**config.mk**
```make
export PLATFORM = sky130hd
export DESIGN_NAME = div_writeback_queue_flat
export DESIGN_NICKNAME = d
export VERILOG_FILES = /design/src/rtl/div_pkg.sv /design/src/rtl/div_writeback_queue_if.sv /design/src/rtl/sync_fifo.sv /design/src/rtl/div_writeback_queue.sv /design/src/flat_wrapper.sv
export SDC_FILE = /design/constraint.sdc
export NUM_CORES = 1
export LEC_CHECK = 0
export BUFFER_PORTS_ARGS = -buffer_cell sky130_fd_sc_hd__buf_2
export CAP_MARGIN = 5
export CORE_MARGIN = 2
export CORE_UTILIZATION = 30
export DETAILED_ROUTE_END_ITERATION = 12
export PLACE_DENSITY = 0.44
export SETUP_SLACK_MARGIN = 0.1
export SYNTH_ARGS = -nofsm -noshare
export SYNTH_HDL_FRONTEND = slang
export SYNTH_HIERARCHICAL = 1
export SYNTH_SLANG_ARGS = --single-unit
```
**constraint.sdc**
```tcl
create_clock -name clock -period 4.05 [get_ports clock]
set_clock_uncertainty 0.2 [all_clocks]
set_input_delay 0.2025 -clock clock [delete_from_list [all_inputs] [get_ports clock]]
set_output_delay 0.2025 -clock clock [all_outputs]
set_load 0.03 [all_outputs]
```
**src/rtl/div_pkg.sv**
```systemverilog
// Shared types and constants for the divider writeback queue: result record,
// drain-window states and sticky error bit positions.
package div_pkg;

   localparam int DIV_LATENCY = 35;
   localparam int DIV_DEPTH   = 4;
   localparam int DIV_TAG_W   = 5;

   localparam int ERR_OVF    = 0;
   localparam int ERR_ORPHAN = 1;

   typedef struct packed {
      logic [DIV_TAG_W-1:0] rd;
      logic [31:0]          data;
      logic                 exc;
   } div_result_t;

   typedef enum logic {
      ST_DRAIN = 1'b0,
      ST_RUN   = 1'b1
   } drain_state_t;

   // A faulted divide never forwards the divider's garbage answer.
   function automatic div_result_t pack_result(input logic [DIV_TAG_W-1:0] rd,
                                               input logic [31:0]          answer,
                                               input logic                 exc);
      div_result_t r;
      r.rd   = rd;
      r.data = exc ? 32'd0 : answer;
      r.exc  = exc;
      return r;
   endfunction

endpackage

```
**src/rtl/div_writeback_queue_if.sv**
```systemverilog
// Bundle of the issue, divider-result and writeback signals around the queue.
// valid/ready: a transfer happens on a rising edge where both are high; the
// sender holds its payload stable while valid is high and ready is low.
interface div_writeback_queue_if #(
   parameter int TAG_W = 5
);
   logic             issue_valid;
   logic [TAG_W-1:0] issue_rd;
   logic             issue_ready;
   logic [31:0]      div_answer;
   logic             div_exception;
   logic             div_rdy;
   logic             wb_valid;
   logic             wb_ready;
   logic [TAG_W-1:0] wb_rd;
   logic [31:0]      wb_data;
   logic             wb_exception;
   logic [1:0]       err;

   modport master (
      output issue_valid, issue_rd, div_answer, div_exception, div_rdy, wb_ready,
      input  issue_ready, wb_valid, wb_rd, wb_data, wb_exception, err
   );

   modport slave (
      input  issue_valid, issue_rd, div_answer, div_exception, div_rdy, wb_ready,
      output issue_ready, wb_valid, wb_rd, wb_data, wb_exception, err
   );
endinterface

```
**src/rtl/sync_fifo.sv**
```systemverilog
// Synchronous FIFO with registered storage; head reads the oldest entry, so a
// pushed word becomes visible the cycle after the push edge.
module sync_fifo #(
   parameter int WIDTH = 8,
   parameter int DEPTH = 4
) (
   input  logic                     clock,
   input  logic                     reset,
   input  logic                     push,
   input  logic [WIDTH-1:0]         push_data,
   input  logic                     pop,
   output logic [WIDTH-1:0]         head,
   output logic [$clog2(DEPTH):0]   count,
   output logic                     empty
);
   localparam int AW = $clog2(DEPTH);
   localparam int CW = AW + 1;

   logic [WIDTH-1:0] mem [DEPTH];
   logic [AW-1:0]    wr_ptr;
   logic [AW-1:0]    rd_ptr;
   logic             full;
   logic             do_push;
   logic             do_pop;

   assign full    = (count == CW'(DEPTH));
   assign empty   = (count == '0);
   assign do_push = push && !full;
   assign do_pop  = pop && !empty;
   assign head    = mem[rd_ptr];

   always_ff @(posedge clock) begin
      if (reset) begin
         wr_ptr <= '0;
         rd_ptr <= '0;
         count  <= '0;
      end else begin
         if (do_push) wr_ptr <= wr_ptr + AW'(1);
         if (do_pop)  rd_ptr <= rd_ptr + AW'(1);
         count <= count + CW'(do_push) - CW'(do_pop);
      end
   end

   // Storage needs no reset: entries are only read once count says they exist.
   always_ff @(posedge clock) begin
      if (do_push) mem[wr_ptr] <= push_data;
   end

endmodule

```
**src/rtl/div_writeback_queue.sv**
```systemverilog
// Tags divider results with their destination register in issue order and
// buffers them for the writeback arbiter, with credit-based flow control.
module div_writeback_queue
   import div_pkg::*;
#(
   parameter int LATENCY = DIV_LATENCY,
   parameter int DEPTH   = DIV_DEPTH,
   parameter int TAG_W   = DIV_TAG_W
) (
   input  logic                  clock,
   input  logic                  reset,
   div_writeback_queue_if.slave  bus,
   output drain_state_t          state
);
   localparam int CW = $clog2(DEPTH) + 1;
   localparam int DW = $clog2(LATENCY + 1);
   localparam int RW = $bits(div_result_t);

   drain_state_t  state_next;
   logic [DW-1:0] drain_cnt;
   logic [DW-1:0] drain_cnt_next;
   logic          draining;

   logic [TAG_W-1:0] tag_head;
   logic [CW-1:0]    tag_count;
   logic             tag_empty;
   logic [CW-1:0]    res_count;
   logic             res_empty;
   logic [RW-1:0]    res_head_raw;
   logic [RW-1:0]    res_push_raw;
   div_result_t      res_head;
   div_result_t      res_in;

   logic [CW:0] used;
   logic        issue_ready;
   logic        issue_accept;
   logic        tag_pop;
   logic        orphan;
   logic        res_pop;
   logic [1:0]  err_q;

   // The divider keeps computing through our reset, so results that emerge
   // during the first LATENCY cycles belong to divides we no longer track.
   always_ff @(posedge clock) begin
      if (reset) begin
         state     <= ST_DRAIN;
         drain_cnt <= DW'(LATENCY);
      end else begin
         state     <= state_next;
         drain_cnt <= drain_cnt_next;
      end
   end

   always_comb begin
      state_next     = state;
      drain_cnt_next = drain_cnt;
      case (state)
         ST_DRAIN: begin
            if (drain_cnt <= DW'(1)) begin
               drain_cnt_next = '0;
               state_next     = ST_RUN;
            end else begin
               drain_cnt_next = drain_cnt - DW'(1);
            end
         end
         ST_RUN: begin
            drain_cnt_next = '0;
         end
         default: begin
            state_next     = ST_DRAIN;
            drain_cnt_next = DW'(LATENCY);
         end
      endcase
   end

   assign draining = (state == ST_DRAIN);

   // Credits span both FIFOs, so every tracked divide already owns a result slot.
   assign used         = {1'b0, tag_count} + {1'b0, res_count};
   assign issue_ready  = (used < (CW+1)'(DEPTH)) && !draining;
   assign issue_accept = bus.issue_valid && issue_ready;
   assign tag_pop      = bus.div_rdy && !draining && !tag_empty;
   assign orphan       = bus.div_rdy && !draining && tag_empty;
   assign res_pop      = bus.wb_valid && bus.wb_ready;

   sync_fifo #(
      .WIDTH (TAG_W),
      .DEPTH (DEPTH)
   ) u_tag_fifo (
      .clock     (clock),
      .reset     (reset),
      .push      (issue_accept),
      .push_data (bus.issue_rd),
      .pop       (tag_pop),
      .head      (tag_head),
      .count     (tag_count),
      .empty     (tag_empty)
   );

   assign res_in       = pack_result(DIV_TAG_W'(tag_head), bus.div_answer, bus.div_exception);
   assign res_push_raw = res_in;

   sync_fifo #(
      .WIDTH (RW),
      .DEPTH (DEPTH)
   ) u_result_fifo (
      .clock     (clock),
      .reset     (reset),
      .push      (tag_pop),
      .push_data (res_push_raw),
      .pop       (res_pop),
      .head      (res_head_raw),
      .count     (res_count),
      .empty     (res_empty)
   );

   assign res_head = div_result_t'(res_head_raw);

   always_ff @(posedge clock) begin
      if (reset) begin
         err_q <= '0;
      end else begin
         if (bus.issue_valid && !issue_ready) err_q[ERR_OVF]    <= 1'b1;
         if (orphan)                          err_q[ERR_ORPHAN] <= 1'b1;
      end
   end

   assign bus.issue_ready  = issue_ready;
   assign bus.wb_valid     = !res_empty;
   assign bus.wb_rd        = res_empty ? '0 : TAG_W'(res_head.rd);
   assign bus.wb_data      = res_empty ? '0 : res_head.data;
   assign bus.wb_exception = res_empty ? 1'b0 : res_head.exc;
   assign bus.err          = err_q;

endmodule

```
**src/flat_wrapper.sv**
```systemverilog
// flat-port wrapper written by rule: the top's interface ports become plain ports
module div_writeback_queue_flat import div_pkg::*;
#(
   parameter int LATENCY = DIV_LATENCY,
   parameter int DEPTH   = DIV_DEPTH,
   parameter int TAG_W   = DIV_TAG_W
)
  (clock, reset, state, bus_issue_valid, bus_issue_rd, bus_div_answer, bus_div_exception, bus_div_rdy, bus_wb_ready, bus_issue_ready, bus_wb_valid, bus_wb_rd, bus_wb_data, bus_wb_exception, bus_err);
  div_writeback_queue_if #(.TAG_W(TAG_W)) bus_i ();
  input  logic clock;
  input  logic reset;
  output drain_state_t state;
  input wire logic [$bits(bus_i.issue_valid)-1:0] bus_issue_valid;
  input wire logic [$bits(bus_i.issue_rd)-1:0] bus_issue_rd;
  input wire logic [$bits(bus_i.div_answer)-1:0] bus_div_answer;
  input wire logic [$bits(bus_i.div_exception)-1:0] bus_div_exception;
  input wire logic [$bits(bus_i.div_rdy)-1:0] bus_div_rdy;
  input wire logic [$bits(bus_i.wb_ready)-1:0] bus_wb_ready;
  output wire logic [$bits(bus_i.issue_ready)-1:0] bus_issue_ready;
  output wire logic [$bits(bus_i.wb_valid)-1:0] bus_wb_valid;
  output wire logic [$bits(bus_i.wb_rd)-1:0] bus_wb_rd;
  output wire logic [$bits(bus_i.wb_data)-1:0] bus_wb_data;
  output wire logic [$bits(bus_i.wb_exception)-1:0] bus_wb_exception;
  output wire logic [$bits(bus_i.err)-1:0] bus_err;
  assign bus_i.issue_valid = bus_issue_valid;
  assign bus_i.issue_rd = bus_issue_rd;
  assign bus_i.div_answer = bus_div_answer;
  assign bus_i.div_exception = bus_div_exception;
  assign bus_i.div_rdy = bus_div_rdy;
  assign bus_i.wb_ready = bus_wb_ready;
  assign bus_issue_ready = bus_i.issue_ready;
  assign bus_wb_valid = bus_i.wb_valid;
  assign bus_wb_rd = bus_i.wb_rd;
  assign bus_wb_data = bus_i.wb_data;
  assign bus_wb_exception = bus_i.wb_exception;
  assign bus_err = bus_i.err;
  div_writeback_queue #(.LATENCY(LATENCY), .DEPTH(DEPTH), .TAG_W(TAG_W)) u_core (.clock(clock), .reset(reset), .bus(bus_i), .state(state));
endmodule
```
-- Word-level counts from Yosys, hierarchy flattened
Memory sizes are Yosys's and may differ from the RTL's. A register that Yosys moved wholly into a read port is not among the register bits.
Index checks and enable logic that the tools add are counted.
- register bits after elaboration: 23
- bits in writable memories: 172
- input port bits: 43
- output and inout port bits: 43
- logic and storage cells: 61
- memories: 2
- $add $sub $neg: 10
- $lt $le $gt $ge: 2
- eq/ne operators: 2
- muxes and demuxes: 16
- bitwise operators: 1
- reductions and logical operators: 18
- memories (memory ; depth ; bits a word ; read ports ; clocked after Yosys merged registers in ; wr ports ; line ; source):
    u_core.u_result_fifo.mem ; 4 ; 38 ; 1 ; 1 ; 1 ; sync_fifo.sv:19 ; logic [WIDTH-1:0] mem [DEPTH];
    u_core.u_tag_fifo.mem ; 4 ; 5 ; 1 ; 1 ; 1 ; sync_fifo.sv:19 ;
- operators by type and width (operator ; number):
    2-to-1 mux 32 bit ; 2
    case mux 6 bit (2 select lines) ; 1
    logical AND 1 bit ; 11
    adder 2 x 1 -> 2 bit (second input constant) ; 4
    2-to-1 mux 2 bit ; 4
    2-to-1 mux 1 bit ; 7
    adder 3 x 1 -> 3 bit ; 2
    equality test 3 bit (second input constant) ; 2
    less-or-equal comparator 6 x 1 -> 1 bit (second input constant) ; 1
    logical NOT 3 bit ; 2
    2-to-1 mux 6 bit ; 1
    subtractor 3 x 1 -> 3 bit ; 2
    subtractor 6 x 1 -> 6 bit (second input constant) ; 1
    logical NOT 1 bit ; 5
    2-to-1 mux 5 bit ; 1
    adder 3 x 3 -> 4 bit ; 1
    less-than comparator 4 x 3 -> 1 bit (second input constant) ; 1
    NOT 1 bit ; 1

-- Longest topological paths before layout
Gate-level depths: netlist of run 1.
- word-level depth: 7
- depth in mapped cells: 13
- gate-level depth less buffers: 13

-- By module
The synthesis of run 1 kept the hierarchy.
- modules (own cells, without submodules) (module ; times used ; cells an instance ; area an instance (um^2)):
    sync_fifo (u_core.u_result_fifo) ; 1 ; 248 ; 5967.0
    sync_fifo (u_core.u_tag_fifo) ; 1 ; 76 ; 1187.4
    div_writeback_queue ; 1 ; 126 ; 915.9

-- Least setup slack after synthesis of run 1
No wires, ideal clock.
- path type: register -> register
- start: register u_core.u_result_fifo.count[2]
- end: register u_core.u_tag_fifo.count[2]
- setup time: 0.126 ns
- data arrival time: 3.306 ns
- required time: 3.724 ns
- path slack: 0.418 ns
- stages on the path, launching flop included: 14
- buffers on the path: 0
- period minus slack after synthesis: 3.632 ns
- cell sequence: dfxtp_1 -> ha_1 -> or4b_1 -> a31oi_2 -> and2_1 -> a21boi_2 -> inv_1 -> ha_1 -> inv_1 -> ha_1 -> fa_1 -> xnor2_1 -> xnor2_1 -> nor2_1
- word-level cells in the longest chain between the ends: 7
- ends and longest elaborated chain (what ; line ; source):
    start: declaration ; sync_fifo.sv:13 ; output logic [$clog2(DEPTH):0] count,
    start signal: assignment ; sync_fifo.sv:40 ; count <= count + CW'(do_push) - CW'(do_pop);
    adder 3 x 3 -> 4 bit ; div_writeback_queue.sv:79 ; assign used = {1'b0, tag_count} + {1'b0, res_count};
    less-than comparator 4 x 3 -> 1 bit ; div_writeback_queue.sv:80 ; assign issue_ready = (used < (CW+1)'(DEPTH)) && !draining;
    logical AND 1 bit ; div_writeback_queue.sv:80 ;
    named net bus_issue_ready ; flat_wrapper.sv:19 ; output wire logic [$bits(bus_i.issue_ready)-1:0] bus_issue_ready;
    logical AND 1 bit ; div_writeback_queue.sv:81 ; assign issue_accept = bus.issue_valid && issue_ready;
    named net u_core.issue_accept ; div_writeback_queue.sv:36 ; logic issue_accept;
    logical AND 1 bit ; sync_fifo.sv:28 ; assign do_push = push && !full;
    adder 3 x 1 -> 3 bit ; sync_fifo.sv:40 ;
    subtractor 3 x 1 -> 3 bit ; sync_fifo.sv:40 ;
    end signal: assignment ; sync_fifo.sv:40 ;
    end: declaration ; sync_fifo.sv:13 ;
The timed path passes the listed nets, and every way through them passes these cells.
A chain may end at the register's enable or synchronous reset.

-- Final worst setup path of run 1
- start: register u_core.u_result_fifo.count[2]
- end: register u_core.u_tag_fifo.count[2]
- word-level cells in the longest chain between the ends: 7
- ends and longest elaborated chain (what ; line):
    adder 3 x 3 -> 4 bit ; div_writeback_queue.sv:79
    less-than comparator 4 x 3 -> 1 bit ; div_writeback_queue.sv:80
    logical AND 1 bit ; div_writeback_queue.sv:80
    logical AND 1 bit ; div_writeback_queue.sv:81
    named net u_core.issue_accept ; div_writeback_queue.sv:36
    logical AND 1 bit ; sync_fifo.sv:28
    adder 3 x 1 -> 3 bit ; sync_fifo.sv:40
    subtractor 3 x 1 -> 3 bit ; sync_fifo.sv:40
The timed path passes the listed nets, and every way through them passes these cells.

==> results of run 1 <==
routing by layer:
layer	vias to the layer above	global-route usage (%)	share of wire [%]	wire, um
met5	-	0	0	0
met4	0	2.722	0.80	128
met3	10	3.150	4.3	691
met2	77	19.64	49	7734
met1	2127	15.15	46	7380
li1	1942	-	-	-
state kept, by name, summed over array words and instances (netlist names), named ones only:
name and flops:
u_core/bus.err 2, u_core/drain_cnt 6, u_core/state 1, u_core/u_result_fifo/count 3, u_core/u_result_fifo/mem 152, u_core/u_result_fifo/rd_ptr 2
u_core/u_result_fifo/wr_ptr 2, u_core/u_tag_fifo/count 3, u_core/u_tag_fifo/mem 20, u_core/u_tag_fifo/rd_ptr 2, u_core/u_tag_fifo/wr_ptr 2
area by class of cell:
cell class | count | area (um2) | share of cell area [%]
inverter | 18 | 67.56 | 0.6907
sequential | 199 | 5710 | 58.38
clock inverter | 14 | 145.1 | 1.484
clock buffer | 18 | 429.2 | 4.387
tap | 341 | 426.7 | 4.362
timing repair buffer | 126 | 815.8 | 8.340
multi-input combinational | 214 | 2187 | 22.36
metrics by stage:
step           hold slack (ps)  setup slack, ps  area (um2)  std cells
2_1_floorplan            101.4            417.5        8070        450
3_3_place_gp             224.1            514.8        8877        865
3_5_place_dp             233.0            455.3        8877        865
4_1_cts                 0.6637            451.0        9782        930
5_1_grt                  18.63            216.8        9782        930
6_report                 21.98            479.8        9782        930
worst register-to-register path: cells and delay by family, from the launching register on:
kind	cells	cell delay, ps
DFF	1	450
adders and majority gates	4	1140
xor gates and xnor gates	2	320
buffers and inverters	2	110
AOI/OAI and AO/OA	2	490
and+or+nand+nor	3	730
cell usage after synthesis, drive strengths merged:
| library cell | number |
|---|---|
| o21ai | 2 |
| fa | 2 |
| nor3 | 7 |
| inv | 18 |
| o21bai | 3 |
| buf | 8 |
| o22ai | 1 |
| clkbuf | 11 |
| ha | 16 |
| or3 | 3 |
| xnor2 | 7 |
| edfxtp | 172 |
| a31oi | 2 |
| nor2 | 16 |
| mux4 | 43 |
| dfxtp | 27 |
| or4b | 1 |
| xor2 | 2 |
| and3 | 1 |
| nand2 | 3 |
| nor4 | 1 |
| a21boi | 2 |
| o31ai | 2 |
| nor3b | 1 |
| a21oi | 2 |
| mux2i | 2 |
| nand2b | 6 |
| and2 | 9 |
| o21ba | 1 |
| a21o | 1 |
| mux2 | 2 |
| nor2b | 76 |
final timing paths:
path	start	end	slack, ps
hold reg to reg	u_core/bus.err[1]	u_core/bus.err[1]	280
setup / recovery	u_core/u_result_fifo/count[2]	u_core/u_tag_fifo/count[2]	480
setup reg to reg	u_core/u_result_fifo/count[2]	u_core/u_tag_fifo/count[2]	480
hold / removal	bus_div_answer[1]	u_core/u_result_fifo/mem[2][2]	20
kinds of logic after synthesis:
kind of cell,after synthesis
DFF,199
muxes,47
and+or+nand+nor,124
AOI/OAI and AO/OA,16
adders and majority gates,18
xor gates and xnor gates,9
buffers and inverters,37
where the power goes:
group / internal (mW) / total, mW / switching [mW]
Sequential: 2.23 / 2.23 / 0.00667
Combinational: 0.0582 / 0.115 / 0.0571
Clock: 0.915 / 1.65 / 0.737
==> results.md, run 1 <==
- Status: complete, no violations
- Final min period: 3570 ps
- First-pass GRT wire length: 24.72 mm
- Crit-path most repeated cell: ha_1
- Setup repair after global routing missed its margin: no
- Largest net degree at the start of global routing: 42
- Data arrival time of the worst path: 3660 ps
- Vias in the first global route: 4453
- TritonCTS Sinks: 199
- Pre-antenna DRT Iters: 4
- Max-slew headroom: 39.81%
- Pwr Density: 408.8 mW/mm2
- Instance count on the critical path: 13
- Hold Path Class: primary input to flip-flop
- Synth area leader: edfxtp_1
- Ant. Diodes: 0
- Clock Path Buffers: 2
- Clock slew at reported path FFs: 70 ps
- Per-cell routed wire length: 17.13 um
- Number of synthesized register bits: 199
- Max-cap viol count: 0
- Final hold violations: 0
- Overflow after GRT: 0
- Avg Cell Area, Syn: 17.93 um2
- Critical path type: flip-flop to flip-flop
- Number of synthesis warnings: 6
- GPL Wtd Cong: 0.6818
- Post-DR vias/cell: 4.469
- Kind of cell adding the most delay to the critical path: adder cells
- Post-Synth Adder-Cell Area: 2.977%
- Most frequent cells in the layout: edfxtp_1, buf_2, nor2b_1
- Post-Syn Nets: 511
- CTS root buffer: clkbuf_16
- Initial Util: 30.28%
- Top Ports: 86
- Synth Area in Simple Gates: 8.977%
- Final core utilization: 36.70%
- Compound-Gate Fraction of Synth Area: 1.519%
- CP startpoint kind: flip-flop
- Residual DRC: 0
- R2R depth: 13
- Die width: 168.0 um
- # rows: 60
- Final Max Slew Viols: 0
- Final WL: 15.93 mm
- Die ar.: 0.02823 mm2
- PortBufs: 85
- Count of final setup violators: 0
- Post-DP HPWL: 9.381 mm
- CP required: 4140 ps
- Clock Latency Late Sink: 420 ps
- Antenna violations before repair: 0
- Max Clk Rate: 280.1 MHz
- Mapped cell area: 0.008070 mm2
- Worst path max stage delay: 530 ps
- Largest family of logic cells by synthesized area: multiplexers
- Library cells used by synthesis: 37
- Synth top area share: 64.00%
- CTS buffer count: 17
- Fillers: 2496
- XOR/XNOR Fraction of Synth Area: 0.9767%
- Share of layout cells above drive strength 1: 30.05%
- Tcrit/Tclk final: 88.15%
- Critical path cell sequence: ha_1, or4b_1, a31oi_2, and2_1, a21boi_2, inv_1, ha_1, inv_1, ha_1, fa_1, xnor2_1, xnor2_1, nor2_1
- Commonest non-fill, non-tap cell in the layout: edfxtp_1
- Pleak: 3.415 nW
- Post-DRT Antenna Nets: 0
- Top cells by area, synth: edfxtp_1, mux4_2, dfxtp_1, nor2b_1, ha_1
- CTS-repair resized insts: 0
- Die Ht: 168.0 um
- CTS HTree Levels: 4
- Via count: 4156
- Post-Syn Instances: 450
- Initial drt markers: 164
- Post-CTS setup buffer count: 0
- GRT Overall Usage: 11.68%
- WHS Path Cells: 2
- Setup TNS: 0 ps
- Post-synthesis mux area share: 12.53%
- Max FO, Critical Path: 7
- Seq/Total Area, Yosys: 70.70%
- CP Buf/Inv Count: 2
- CP endpoint kind: flip-flop
- Post-cts hold buffer count: 33
- Slew @ Worst Pin: 902.8 ps
- CTS tree: yes
- Slowest cell on crit path: or4b_1
- Layout Nets: 637
- Core ar.: 0.02665 mm2
- Layout Area Growth over Synthesis: 21.21%
- Pwr Total: 3.999 mW
- Worst VDD drop: 0.2454 mV
(Power assumes the default switching activity.)
==> run 2, diff against run 1 <==
Settings changed: ABC_AREA set to 1.
==> run 2 against run 1 <==
  * Sequential share of layout area decreased by 2.6 points
  * Design area increased by 4.7%
  * Utilization increased by 0.36 points
  * Sequential power about the same
  * Clock power increased by 5%
  * Flip-flop and latch count unchanged
  * Combinational power increased by 32%
  * Synthesized cell count increased by 70%
  * Synthesized area increased by 3.7%
==> results.md, run 2 <==
- Post-DP HPWL: 11.35 mm (was 9.381 mm)
- Layout Area Growth over Synthesis: 22.35% (was 21.21%)
- Clock Power Share: 42.0% (was 41.3%)
- CP startpoint kind: flip-flop (unchanged)
- Die ar.: 0.02925 mm2 (was 0.02823 mm2)
- Pwr Density: 403.2 mW/mm2 (was 408.8 mW/mm2)
- Post-CTS setup buffer count: 0 (unchanged)
- Hold Path Class: primary input to flip-flop (unchanged)
- Pre-antenna DRT Iters: 4 (unchanged)
- Top Ports: 86 (unchanged)
- Initial Util: 30.29% (was 30.28%)
- PortBufs: 85 (unchanged)
- Post-DRT Antenna Nets: 0 (unchanged)
- Final hold violations: 0 (unchanged)
- Antenna violations before repair: 0 (unchanged)
- Top cells by area, synth: edfxtp_1, nor2_1, dfxtp_1, inv_1, o21ai_0 (was edfxtp_1, mux4_2, dfxtp_1, nor2b_1, ha_1)
- TritonCTS Sinks: 199 (unchanged)
- Status: complete, no violations (unchanged)
- Setup TNS: 0 ps (unchanged)
- Post-Syn Nets: 826 (was 511)
- Max-cap viol count: 0 (unchanged)
- Combinational power share: 3.7% (was 2.9%)
- Final min period: 2929 ps (was 3570 ps)
- Synth top area share: 61.71% (was 64.00%)
- Main synth FF type: edfxtp_1 (unchanged)
- Overflow after GRT: 0 (unchanged)
- Number of synthesized register bits: 199 (unchanged)
- Switching share of power: 22.68% (was 20.02%)
- Ant. Diodes: 0 (unchanged)
- Async set-or-reset flop fraction in the synthesized netlist: 0% (unchanged)
- Dpl ws: 1112 ps (was 455.3 ps)
- Number of synthesis warnings: 6 (unchanged)
- Design Area, Final: 0.01024 mm2 (was 0.009782 mm2)
- Clock Path Buffers: 2 (unchanged)
- Count of final setup violators: 0 (unchanged)
- Seq/Total Area, Yosys: 68.17% (was 70.70%)
- Pleak: 4.079 nW (was 3.415 nW)
- Max-slew headroom: 31.68% (was 39.81%)
- Die width: 171.0 um (was 168.0 um)
- Final Max Slew Viols: 0 (unchanged)
- Max reg flops: 152 (unchanged)
- Final WL: 18.33 mm (was 15.93 mm)
- Slew @ Worst Pin: 1023 ps (was 902.8 ps)
- Mapped cell area: 0.008369 mm2 (was 0.008070 mm2)
- Final core utilization: 37.06% (was 36.70%)
- GRT Overall Usage: 12.87% (was 11.68%)
- Library cells used by synthesis: 28 (was 37)
- Via count: 5544 (was 4156)
- Clock slew at reported path FFs: 80 ps (was 70 ps)
- Pint: 3.192 mW (was 3.198 mW)
- Clock Latency Late Sink: 440 ps (was 420 ps)
- Commonest cells post-synth: nor2_1, edfxtp_1, inv_1 (was edfxtp_1, nor2b_1, mux4_2)
- Critical path type: flip-flop to flip-flop (unchanged)
- CTS buffer count: 17 (unchanged)
- Worst VDD drop: 0.1738 mV (was 0.2454 mV)
- Max FO, Critical Path: 26 (was 7)
- Layout Nets: 951 (was 637)
- Fillers: 2844 (was 2496)
- Setup ws final: 1121 ps (was 479.8 ps)
- Post-Place Cell Area: 0.009201 mm2 (was 0.008877 mm2)
- Vias in the first global route: 5259 (was 4453)
- Post-cts hold buffer count: 41 (was 33)
- Setup repair after global routing missed its margin: no (unchanged)
- CP required: 3950 ps (was 4140 ps)
- Hold WS: 33.51 ps (was 21.98 ps)
- Most frequent cells in the layout: nor2_1, edfxtp_1, inv_1 (was edfxtp_1, buf_2, nor2b_1)
- Post-DR vias/cell: 4.328 (was 4.469)
- CP endpoint kind: flip-flop (unchanged)
- Die Ht: 171.0 um (was 168.0 um)
- Post-Syn Instances: 765 (was 450)
- GPL Wtd Cong: 0.6994 (was 0.6818)
- Per-cell routed wire length: 14.31 um (was 17.13 um)
- Synth area leader: edfxtp_1 (unchanged)
- Initial drt markers: 246 (was 164)
- CTS tree: yes (unchanged)
- Count leader, synth: nor2_1 (was edfxtp_1)
- Largest register by flop count: u_core/u_result_fifo/mem (unchanged)
- Core ar.: 0.02763 mm2 (was 0.02665 mm2)
- Top Registers: u_core/u_result_fifo/mem (152), u_core/u_tag_fifo/mem (20), u_core/drain_cnt (6) (unchanged)
- # rows: 61 (was 60)
- Share of layout cells above drive strength 1: 16.06% (was 30.05%)
- Net Sw Power: 0.9364 mW (was 0.8004 mW)
- Avg Cell Area, Syn: 10.94 um2 (was 17.93 um2)
- Tcrit/Tclk final: 72.33% (was 88.15%)
- Commonest non-fill, non-tap cell in the layout: nor2_1 (was edfxtp_1)
- Largest net degree at the start of global routing: 77 (was 42)
- Number of synthesized flops with an enable pin: 172 (unchanged)
- Reg power frac: 54.3% (was 55.8%)
- First-pass GRT wire length: 28.63 mm (was 24.72 mm)
- Residual DRC: 0 (unchanged)
- CTS root buffer: clkbuf_16 (unchanged)
- Data arrival time of the worst path: 2830 ps (was 3660 ps)
- CTS-repair resized insts: 0 (unchanged)
- CTS HTree Levels: 4 (unchanged)
- Max Clk Rate: 341.4 MHz (was 280.1 MHz)
run 2: cell families after synthesis:
group	share of synthesized area, %
flops	68.17
fa+ha+maj	2.870
simple gates	11.63
compound gates	9.359
xor+xnor	0.1047
buf+inv	7.864
run 2: layout make-up:
class	count	area [um2]	area share (%)
Inverter	122	457.9	4.472
Sequential cell	199	5707	55.73
Tap cell	378	473.0	4.619
Multi-Input combinational cell	412	2036	19.88
Clock inverter	15	202.7	1.979
Clock buffer	17	425.4	4.154
Timing Repair Buffer	138	938.4	9.164
run 2: worst paths after layout:
| kind | from | end | slack [ps] | cells past startpoint |
|---|---|---|---|---|
| max | u_core/u_tag_fifo/count[1] | u_core/u_result_fifo/mem[2][32] | 1120 | 7 |
| min | bus_wb_ready | flip-flop | 30 | 5 |
| max reg2reg | u_core/u_tag_fifo/count[1] | u_core/u_result_fifo/mem[2][32] | 1120 | 7 |
| min reg2reg | u_core/bus.err[1] | u_core/bus.err[1] | 250 | 2 |
run 2: critical path: stages (launching register included):
cell and delay (ps):
dfxtp_1 430, nor2_4 70, nand2_2 100, inv_1 70, nor2_1 360, nand2_1 370
nor2_4 500, buf_4 460
run 2: per-layer routing:
layer	part of all wire (%)	GRT usage (%)	vias to the layer above
met5	0	0	-
met2	49	22.00	68
met3	2.1	2.221	9
li1	-	-	2808
met4	0.97	3.869	0
met1	48	16.69	2659
run 2: metrics by stage:
stage,cells,power (mW)
finish,1281,4.128
global route,1281,4.275
floorplan,765,2.359
detailed placement,1208,2.413
global placement,1208,2.413
CTS,1281,4.185
run 2: power groups by stage:
| stage | Clock [mW] | Combinational [mW] | Sequential, mW |
|---|---|---|---|
| detailed placement | 0 | 0.125 | 2.29 |
| global route | 1.86 | 0.175 | 2.24 |
| CTS | 1.79 | 0.156 | 2.24 |
| global placement | 0 | 0.125 | 2.29 |
| floorplan | 0 | 0.0696 | 2.29 |
| finish | 1.74 | 0.152 | 2.24 |
